<file path="config.mk">
export PLATFORM = sky130hd
export DESIGN_NAME = uart_sipo_rx
export DESIGN_NICKNAME = d
export VERILOG_FILES = /design/src/rtl/uart_sipo_rx.sv
export SDC_FILE = /design/constraint.sdc
export NUM_CORES = 1
export LEC_CHECK = 0
export CAP_MARGIN = 20
export CORE_MARGIN = 2
export CORE_UTILIZATION = 53
export CTS_BUF_LIST = sky130_fd_sc_hd__clkbuf_2 sky130_fd_sc_hd__clkbuf_4 sky130_fd_sc_hd__clkbuf_8
export CTS_CLUSTER_SIZE = 40
export DETAILED_ROUTE_END_ITERATION = 16
export PLACE_DENSITY = 0.8
export REMOVE_ABC_BUFFERS = 1
export SETUP_SLACK_MARGIN = 0.2
export SLEW_MARGIN = 10
export SYNTH_ARGS = -nofsm -noshare
export SYNTH_HDL_FRONTEND = slang
export SYNTH_SLANG_ARGS = --single-unit
</file>
<file path="constraint.sdc">
create_clock -name baud_clock -period 1.7 [get_ports baud_clock]
set_clock_uncertainty 0.1 [all_clocks]
set_input_delay 0.255 -clock baud_clock [delete_from_list [all_inputs] [get_ports baud_clock]]
set_output_delay 0.255 -clock baud_clock [all_outputs]
set_load 0.05 [all_outputs]
</file>
<file path="src/rtl/uart_sipo_rx.sv">
// ============================================================================
// Module   : uart_sipo_rx
// Brief    : Oversampling UART receiver (start, 8 data LSB first, parity,
//            stop) with valid/ack delivery, parity/framing/overrun status.
// Revision : 1.0  initial release
// ============================================================================
`default_nettype none

module uart_sipo_rx #(
    parameter int OVERSAMPLE = 16
) (
    input  logic       baud_clock,
    input  logic       reset_n,
    input  logic       serial_in,
    input  logic       parity_odd,
    input  logic       data_ack,
    output logic [7:0] parallel_data,
    output logic       data_valid,
    output logic       parity_error,
    output logic       framing_error,
    output logic       overrun_error,
    output logic       is_receiving
);

    localparam int CW = $clog2(OVERSAMPLE);

    // Phase positions inside one bit period (phase 0 = detection-aligned).
    localparam logic [CW-1:0] c_PH_S0   = CW'(OVERSAMPLE / 2 - 1);
    localparam logic [CW-1:0] c_PH_S1   = CW'(OVERSAMPLE / 2);
    localparam logic [CW-1:0] c_PH_DEC  = CW'(OVERSAMPLE / 2 + 1);
    localparam logic [CW-1:0] c_PH_LAST = CW'(OVERSAMPLE - 1);

    localparam logic [2:0] c_ST_IDLE      = 3'd0;
    localparam logic [2:0] c_ST_START     = 3'd1;
    localparam logic [2:0] c_ST_DATA      = 3'd2;
    localparam logic [2:0] c_ST_PARITY    = 3'd3;
    localparam logic [2:0] c_ST_STOP      = 3'd4;
    localparam logic [2:0] c_ST_WAIT_IDLE = 3'd5;

    logic [2:0]    r_state;
    logic [2:0]    w_state_nxt;
    logic          r_sync1;
    logic          r_sync2;
    logic          r_rx_prev;
    logic [CW-1:0] r_phase;
    logic          r_s0;
    logic          r_s1;
    logic [2:0]    r_bitcnt;
    logic [7:0]    r_shift;
    logic          r_par_err;

    logic          w_rx;
    logic          w_maj;
    logic          w_decide;
    logic          w_start_det;
    logic          w_start_ok;
    logic          w_shift;
    logic          w_par_chk;
    logic          w_complete;

    assign w_rx  = r_sync2;
    assign w_maj = (r_s0 & r_s1) | (r_s0 & w_rx) | (r_s1 & w_rx);

    // Two-flop synchronizer plus a delayed copy for falling-edge detection.
    always_ff @(posedge baud_clock or negedge reset_n) begin
        if (!reset_n) begin
            r_sync1   <= 1'b1;
            r_sync2   <= 1'b1;
            r_rx_prev <= 1'b1;
        end else begin
            r_sync1   <= serial_in;
            r_sync2   <= r_sync1;
            r_rx_prev <= r_sync2;
        end
    end

    // Bit-phase counter, realigned so the detection cycle is phase 0.
    always_ff @(posedge baud_clock or negedge reset_n) begin
        if (!reset_n) begin
            r_phase <= '0;
        end else if (w_start_det) begin
            r_phase <= CW'(1);
        end else if (r_phase == c_PH_LAST) begin
            r_phase <= '0;
        end else begin
            r_phase <= r_phase + CW'(1);
        end
    end

    // Capture the two samples preceding the decision tick for the vote.
    always_ff @(posedge baud_clock or negedge reset_n) begin
        if (!reset_n) begin
            r_s0 <= 1'b1;
            r_s1 <= 1'b1;
        end else begin
            if (r_phase == c_PH_S0) r_s0 <= w_rx;
            if (r_phase == c_PH_S1) r_s1 <= w_rx;
        end
    end

    // State register.
    always_ff @(posedge baud_clock or negedge reset_n) begin
        if (!reset_n) begin
            r_state <= c_ST_IDLE;
        end else begin
            r_state <= w_state_nxt;
        end
    end

    // Next-state logic; frame states advance only on a decision tick.
    always_comb begin
        w_state_nxt = r_state;
        case (r_state)
            c_ST_IDLE:      if (!w_rx && r_rx_prev) w_state_nxt = c_ST_START;
            c_ST_START:     if (w_decide) w_state_nxt = w_maj ? c_ST_IDLE : c_ST_DATA;
            c_ST_DATA:      if (w_decide && (r_bitcnt == 3'd7)) w_state_nxt = c_ST_PARITY;
            c_ST_PARITY:    if (w_decide) w_state_nxt = c_ST_STOP;
            c_ST_STOP:      if (w_decide) w_state_nxt = w_maj ? c_ST_IDLE : c_ST_WAIT_IDLE;
            c_ST_WAIT_IDLE: if (w_rx) w_state_nxt = c_ST_IDLE;
            default:        w_state_nxt = c_ST_IDLE;
        endcase
    end

    // Per-state strobes consumed by the datapath.
    always_comb begin
        w_decide    = 1'b0;
        w_start_det = 1'b0;
        w_start_ok  = 1'b0;
        w_shift     = 1'b0;
        w_par_chk   = 1'b0;
        w_complete  = 1'b0;
        case (r_state)
            c_ST_IDLE:   w_start_det = !w_rx && r_rx_prev;
            c_ST_START: begin
                w_decide   = (r_phase == c_PH_DEC);
                w_start_ok = w_decide && !w_maj;
            end
            c_ST_DATA: begin
                w_decide = (r_phase == c_PH_DEC);
                w_shift  = w_decide;
            end
            c_ST_PARITY: begin
                w_decide  = (r_phase == c_PH_DEC);
                w_par_chk = w_decide;
            end
            c_ST_STOP: begin
                w_decide   = (r_phase == c_PH_DEC);
                w_complete = w_decide;
            end
            default: ;
        endcase
    end

    // Shift register, data bit counter, parity check and receiving flag.
    always_ff @(posedge baud_clock or negedge reset_n) begin
        if (!reset_n) begin
            r_bitcnt     <= 3'd0;
            r_shift      <= 8'h00;
            r_par_err    <= 1'b0;
            is_receiving <= 1'b0;
        end else begin
            if (w_start_ok) begin
                r_bitcnt <= 3'd0;
            end else if (w_shift) begin
                r_bitcnt <= r_bitcnt + 3'd1;
            end
            if (w_shift) begin
                r_shift <= {w_maj, r_shift[7:1]};
            end
            if (w_par_chk) begin
                r_par_err <= w_maj ^ (^r_shift) ^ parity_odd;
            end
            if (w_start_ok) begin
                is_receiving <= 1'b1;
            end else if (w_complete) begin
                is_receiving <= 1'b0;
            end
        end
    end

    // Delivery and handshake; a completed frame is dropped if the old byte is unacked.
    always_ff @(posedge baud_clock or negedge reset_n) begin
        if (!reset_n) begin
            parallel_data <= 8'h00;
            data_valid    <= 1'b0;
            parity_error  <= 1'b0;
            framing_error <= 1'b0;
            overrun_error <= 1'b0;
        end else if (w_complete) begin
            if (!data_valid || data_ack) begin
                parallel_data <= r_shift;
                parity_error  <= r_par_err;
                framing_error <= !w_maj;
                data_valid    <= 1'b1;
                overrun_error <= 1'b0;
            end else begin
                overrun_error <= 1'b1;
            end
        end else if (data_ack && data_valid) begin
            data_valid    <= 1'b0;
            parity_error  <= 1'b0;
            framing_error <= 1'b0;
            overrun_error <= 1'b0;
        end
    end

endmodule

`default_nettype wire

</file>
Yosys cells after proc, flatten, opt, wreduce, memory -nomap -nowiden
Cells that the tools add are included.

Word-level logic and storage cells: 89. Bits of input ports: 5. Bits in registers: 37. Output and inout port bits: 13.

Equal/unequal tests: 17. Muxes and demuxes: 30. Bitwise operators: 7. Reductions and logical operators: 17. Add/sub/neg operators: 2.

Operators by type and width (number): 2-to-1 mux 3 bit (9); case mux 3 bit (6 select lines) (1); 2-to-1 mux 1 bit (17); equality test 4 bit, second input constant (3); != test 2 bit, second input constant (6); equality test 3 bit, second input constant (3); 2-to-1 mux 4 bit (2); parity 8 bit (1); equality test 3 x 2 -> 1 bit, second input constant (2); AND reduction 6 bit (1); nonzero test 2 bit (3); adder 4 x 1 -> 4 bit, second input constant (1); equality test 4 x 3 -> 1 bit, second input constant (1); logical AND 1 bit (4); AND reduction 2 bit (2); OR reduction 4 bit (1); adder 3 x 1 -> 3 bit, second input constant (1); bitwise AND 1 bit (3); equality test 3 x 1 -> 1 bit, second input constant (1); zero test 1 bit (3); zero test 3 bit (1); 2-to-1 mux 2 bit (1); != test 2 x 1 -> 1 bit, second input constant (1); OR 1 bit (2); other kinds (2) (3).

Logic depth before layout (Yosys ltp)
Gate-level depths: netlist of run 1.

Depth after elaboration: 7. Gate-level depth with buffers: 6. Mapped depth without buffers: 6.

Least setup slack after synthesis of run 1
OpenSTA, ideal clock, no wires.

Path type: register to register. Start point: reg r_phase[0]. End point: reg r_state[1]. Data required time: 1.472 ns. Buffers on the path: 0. Arrival time: 1.689 ns. Period minus slack after synthesis: 1.917 ns. Slack: -0.217 ns. Stages on the path, launching flop included: 6. Library setup time: 0.128 ns. Cells stage by stage: dfrtp_1 ha_1 and3b_1 maj3_1 o221ai_2 mux2_1.

Longest elaborated chain between the ends: 5. Elaborated cells between the ends (all ways): 8. Classes of those cells: 5 x eq/ne; 1 x mux; 2 x reduce/logical.

Ends and longest elaborated chain: from (decl) (RTL line 45) `logic [CW-1:0] r_phase;`; from (signal assigned) (RTL line 86) `r_phase <= r_phase + CW'(1);`; equality test 4 bit *; 2-to-1 mux 1 bit *; logical AND 1 bit (RTL line 116) `c_ST_DATA: if (w_decide && (r_bitcnt == 3'd7)) w_state_nxt = c_ST_PARITY;`; != test 2 bit (no source line); AND reduction 6 bit (no source line) *; to (signal assigned) (RTL line 104) `r_state <= c_ST_IDLE;`; to (signal assigned) (RTL line 106) `r_state <= w_state_nxt;`; to (decl) (RTL line 40) `logic [2:0] r_state;`.

Every way passes the cells marked *; elsewhere a longest branch is shown, timed or not. A chain may end at the register's enable or synchronous reset.

Final worst setup path of run 1
Start point: reg r_phase[1]. End point: reg r_state[1].

Same word-level chain as after synthesis.

==> impl_metrics.env, run 1 <==
export IMPL_holdWs_ns=0.180
export IMPL_cp_end_kind="flip-flop"
export IMPL_p_leak_nw=1.23
export IMPL_htree_levels=2
export IMPL_vias=1366
export IMPL_area_growth_pct=41.3
export IMPL_drt_first_pass_iters=4
export IMPL_crit_chain="inv_2 -> ha_4 -> and3b_1 -> maj3_2 -> o221ai_2 -> mux2_4"
export IMPL_dpl_cell_area_um2=2190
export IMPL_drv_cap=0
export IMPL_routed_wl_um=3840
export IMPL_rr_worst_depth=6
export IMPL_cts_tree="yes"
export IMPL_grt_setup_unrepaired="true"
export IMPL_min_path_type="input port to asynchronous set/reset pin"
export IMPL_diodes=0
export IMPL_final_setup_viol_count=13
export IMPL_ios=18
export IMPL_grt_pass1_vias=1421
export IMPL_finalPower_w=0.00338
export IMPL_place_congestion=0.744
export IMPL_ir_drop_mv=0.819
export IMPL_initial_core_util_pct=54.7
export IMPL_seq_area_frac_synth_pct=51.8
export IMPL_layout_commonest_cell="buf_4"
export IMPL_vias_per_cell=5.27
export IMPL_clkLatencyLatePin_ns=0.34
export IMPL_overflow=0
export IMPL_worstSetupPathType="flip-flop to flip-flop"
export IMPL_clk_pin_slew_ns=0.12
export IMPL_antenna_found_initial=0
export IMPL_drc=0
export IMPL_fin_util_pct=77.4
export IMPL_drt_initial_drc_count=72
export IMPL_ys_types=40
export IMPL_hold_viol_final=0
export IMPL_clk_path_buf_depth=2
export IMPL_fin_crit_sh_pct=106
export IMPL_finish_instance_area_um2=2540
export IMPL_io_buffer_count=17
export IMPL_avgSynthCellArea_um2=11.6
export IMPL_synthArstFlopShare_pct=100
export IMPL_start_kind="flip-flop"
export IMPL_cts_root_buf="clkbuf_4"
export IMPL_fmax_ghz=0.555
export IMPL_crit_start="r_phase[1]"
export IMPL_rrSetupSlack_ns=-0.10
export IMPL_timing_rr_end="r_state[1]"
export IMPL_core_um2=3280
export IMPL_syn_area_um2=1800
export IMPL_r2r_start="r_phase[1]"
export IMPL_rows=21
export IMPL_ys_ff_latch=37
export IMPL_chipHeight_um=62.2
export IMPL_tightest_slew_ns=0.351
export IMPL_detail_route_antenna_nets=0
export IMPL_crit_arrival_ns=1.92
export IMPL_die_area_um2=3870
export IMPL_grt_usage_pct=21.0
export IMPL_nets=222
export IMPL_layout_drive_gt1_share_pct=48.4
export IMPL_ys_flop_type="dfrtp_1"
export IMPL_cpPeakStageDelay_ns=0.38
export IMPL_outcome="finished, violations left"
export IMPL_path_max_fanout=2
export IMPL_die_x_um=62.2
export IMPL_final_cell_mix="buf_4, dfrtp_1, nand2_1, mux2_4, nand2_2"
export IMPL_fin_crit_ns=1.80
export IMPL_crit_slowest_cell="dfrtp_1"
export IMPL_grt_first_pass_wirelength_um=6290
export IMPL_synth_edff_count=0
export IMPL_clock_sinks=37
export IMPL_grt_max_degree=38
export IMPL_slew_headroom_pct=76.5
export IMPL_powerDensity_nw_per_um2=1330
export IMPL_violations="negative setup slack"
export IMPL_required_ns=1.82
export IMPL_nFillCells=199
export IMPL_drv_slew=0
export IMPL_fin_ws_ns=-0.103
export IMPL_cts_inserted_buffers=5
export IMPL_yosys_warnings=0
export IMPL_post_drt_wl_per_cell_um=14.8
export IMPL_dp_hpwl_um=2600
export IMPL_netlist_instances=155
## report_power, final
| group | total [W] | leakage [nW] | switching, W | internal (W) |
|---|---|---|---|---|
| Combinational | 0.00153 | 0.710 | 0.000742 | 0.000793 |
| Clock | 0.000639 | 0.0445 | 0.000290 | 0.000350 |
| Sequential | 0.00121 | 0.473 | 0.000144 | 0.00107 |
| Total | 0.00338 | 1.23 | 0.00118 | 0.00221 |
## flip-flops by register name, indices dropped and copies added (netlist names), 3 cells and up
register and count:
r_phase 4, r_bitcnt 3, parallel_data 8, r_shift 8, r_state 3
## cell type report
cell class,count,area [um2],share of cell area [%]
Sequential cell,37,935,36.8
Tap cell,46,57.6,2.26
Multi-Input combinational cell,111,986,38.8
Clock inverter,2,37.5,1.48
Timing Repair Buffer,52,455,17.9
Inverter,5,18.8,0.739
Clock buffer,6,51.3,2.02
## cell usage after synthesis, drive strengths merged (2+ instances only)
master   n  area [um2]
nand2   27         109
mux2    13         150
a21o     2        15.0
dfrtp   32         801
nor2     5        35.0
inv      5        18.8
nand2b   5        31.3
maj3     2        21.3
o21a     2        15.0
a21oi    4        20.0
mux2i    4        40.0
nor2b    3        18.8
clkbuf   2        7.51
ha       5        62.6
a32oi    2        17.5
o21ai    9        45.0
a22o     2        17.5
nand3    4        20.0
xnor2    8        70.1
dfstp    5         131
## through the flow
| stage | TNS (ns) | std cells | worst slack, ns |
|---|---|---|---|
| 2_1_floorplan | -1.23 | 152 | -0.217 |
| 3_3_place_gp | -0.315 | 240 | -0.158 |
| 3_5_place_dp | -0.959 | 240 | -0.231 |
| 4_1_cts | -0.520 | 256 | -0.123 |
| 5_1_grt | -1.05 | 259 | -0.190 |
| 6_report | -0.493 | 259 | -0.103 |
## worst max-delay path by stage
stage	to	cells after the start
finish	r_state[1]	6
global route	r_state[1]	6
CTS	r_state[1]	5
detailed placement	r_state[1]	5
global placement	r_state[1]	5
floorplan	r_state[1]	5
## per-layer routing
metal | up-vias | global-route usage, % | share of wire [%]
met1 | 681 | 23.1 | 40
met2 | 25 | 37.5 | 55
met4 | 0 | 9.17 | 1.2
met5 | - | 0 | 0
met3 | 4 | 6.34 | 3.5
li1 | 656 | - | -
## timing repair
item                       in CTS  in global routing
hold buffers                    0                  0
setup endpoints to repair      27                 32
gates resized for setup        32                 13
gates cloned                    0                  1
setup buffers                   8                  2
pin swaps                      19                  9
## cells by family (layout without fill, tap and decap cells)
group	after synthesis	in the layout	share of synthesized area (%)
buffers and inverters	8	65	1.74
XOR/XNOR	9	9	5.15
adder cells (fa/ha/maj)	7	7	4.66
AO/OA/AOI/OAI	23	23	8.56
AND/OR/NAND/NOR	54	55	17.5
multiplexers	17	17	10.6
flip-flops	37	37	51.8
## critical path: cells and delay by family (launching register included)
family / cells / cell delay [ns]
compound gates: 1 / 0.21
flops: 1 / 0.38
simple gates: 1 / 0.17
buf+inv: 1 / 0.06
mux: 1 / 0.33
fa+ha+maj: 2 / 0.45
(Power assumes the default switching activity.)
==> run 2: changes to the inputs <==
Settings changed: HOLD_SLACK_MARGIN set to 0.02.
==> results of run 2 <==
No change in the layout: final DEF, timing and power equal those of run 1.
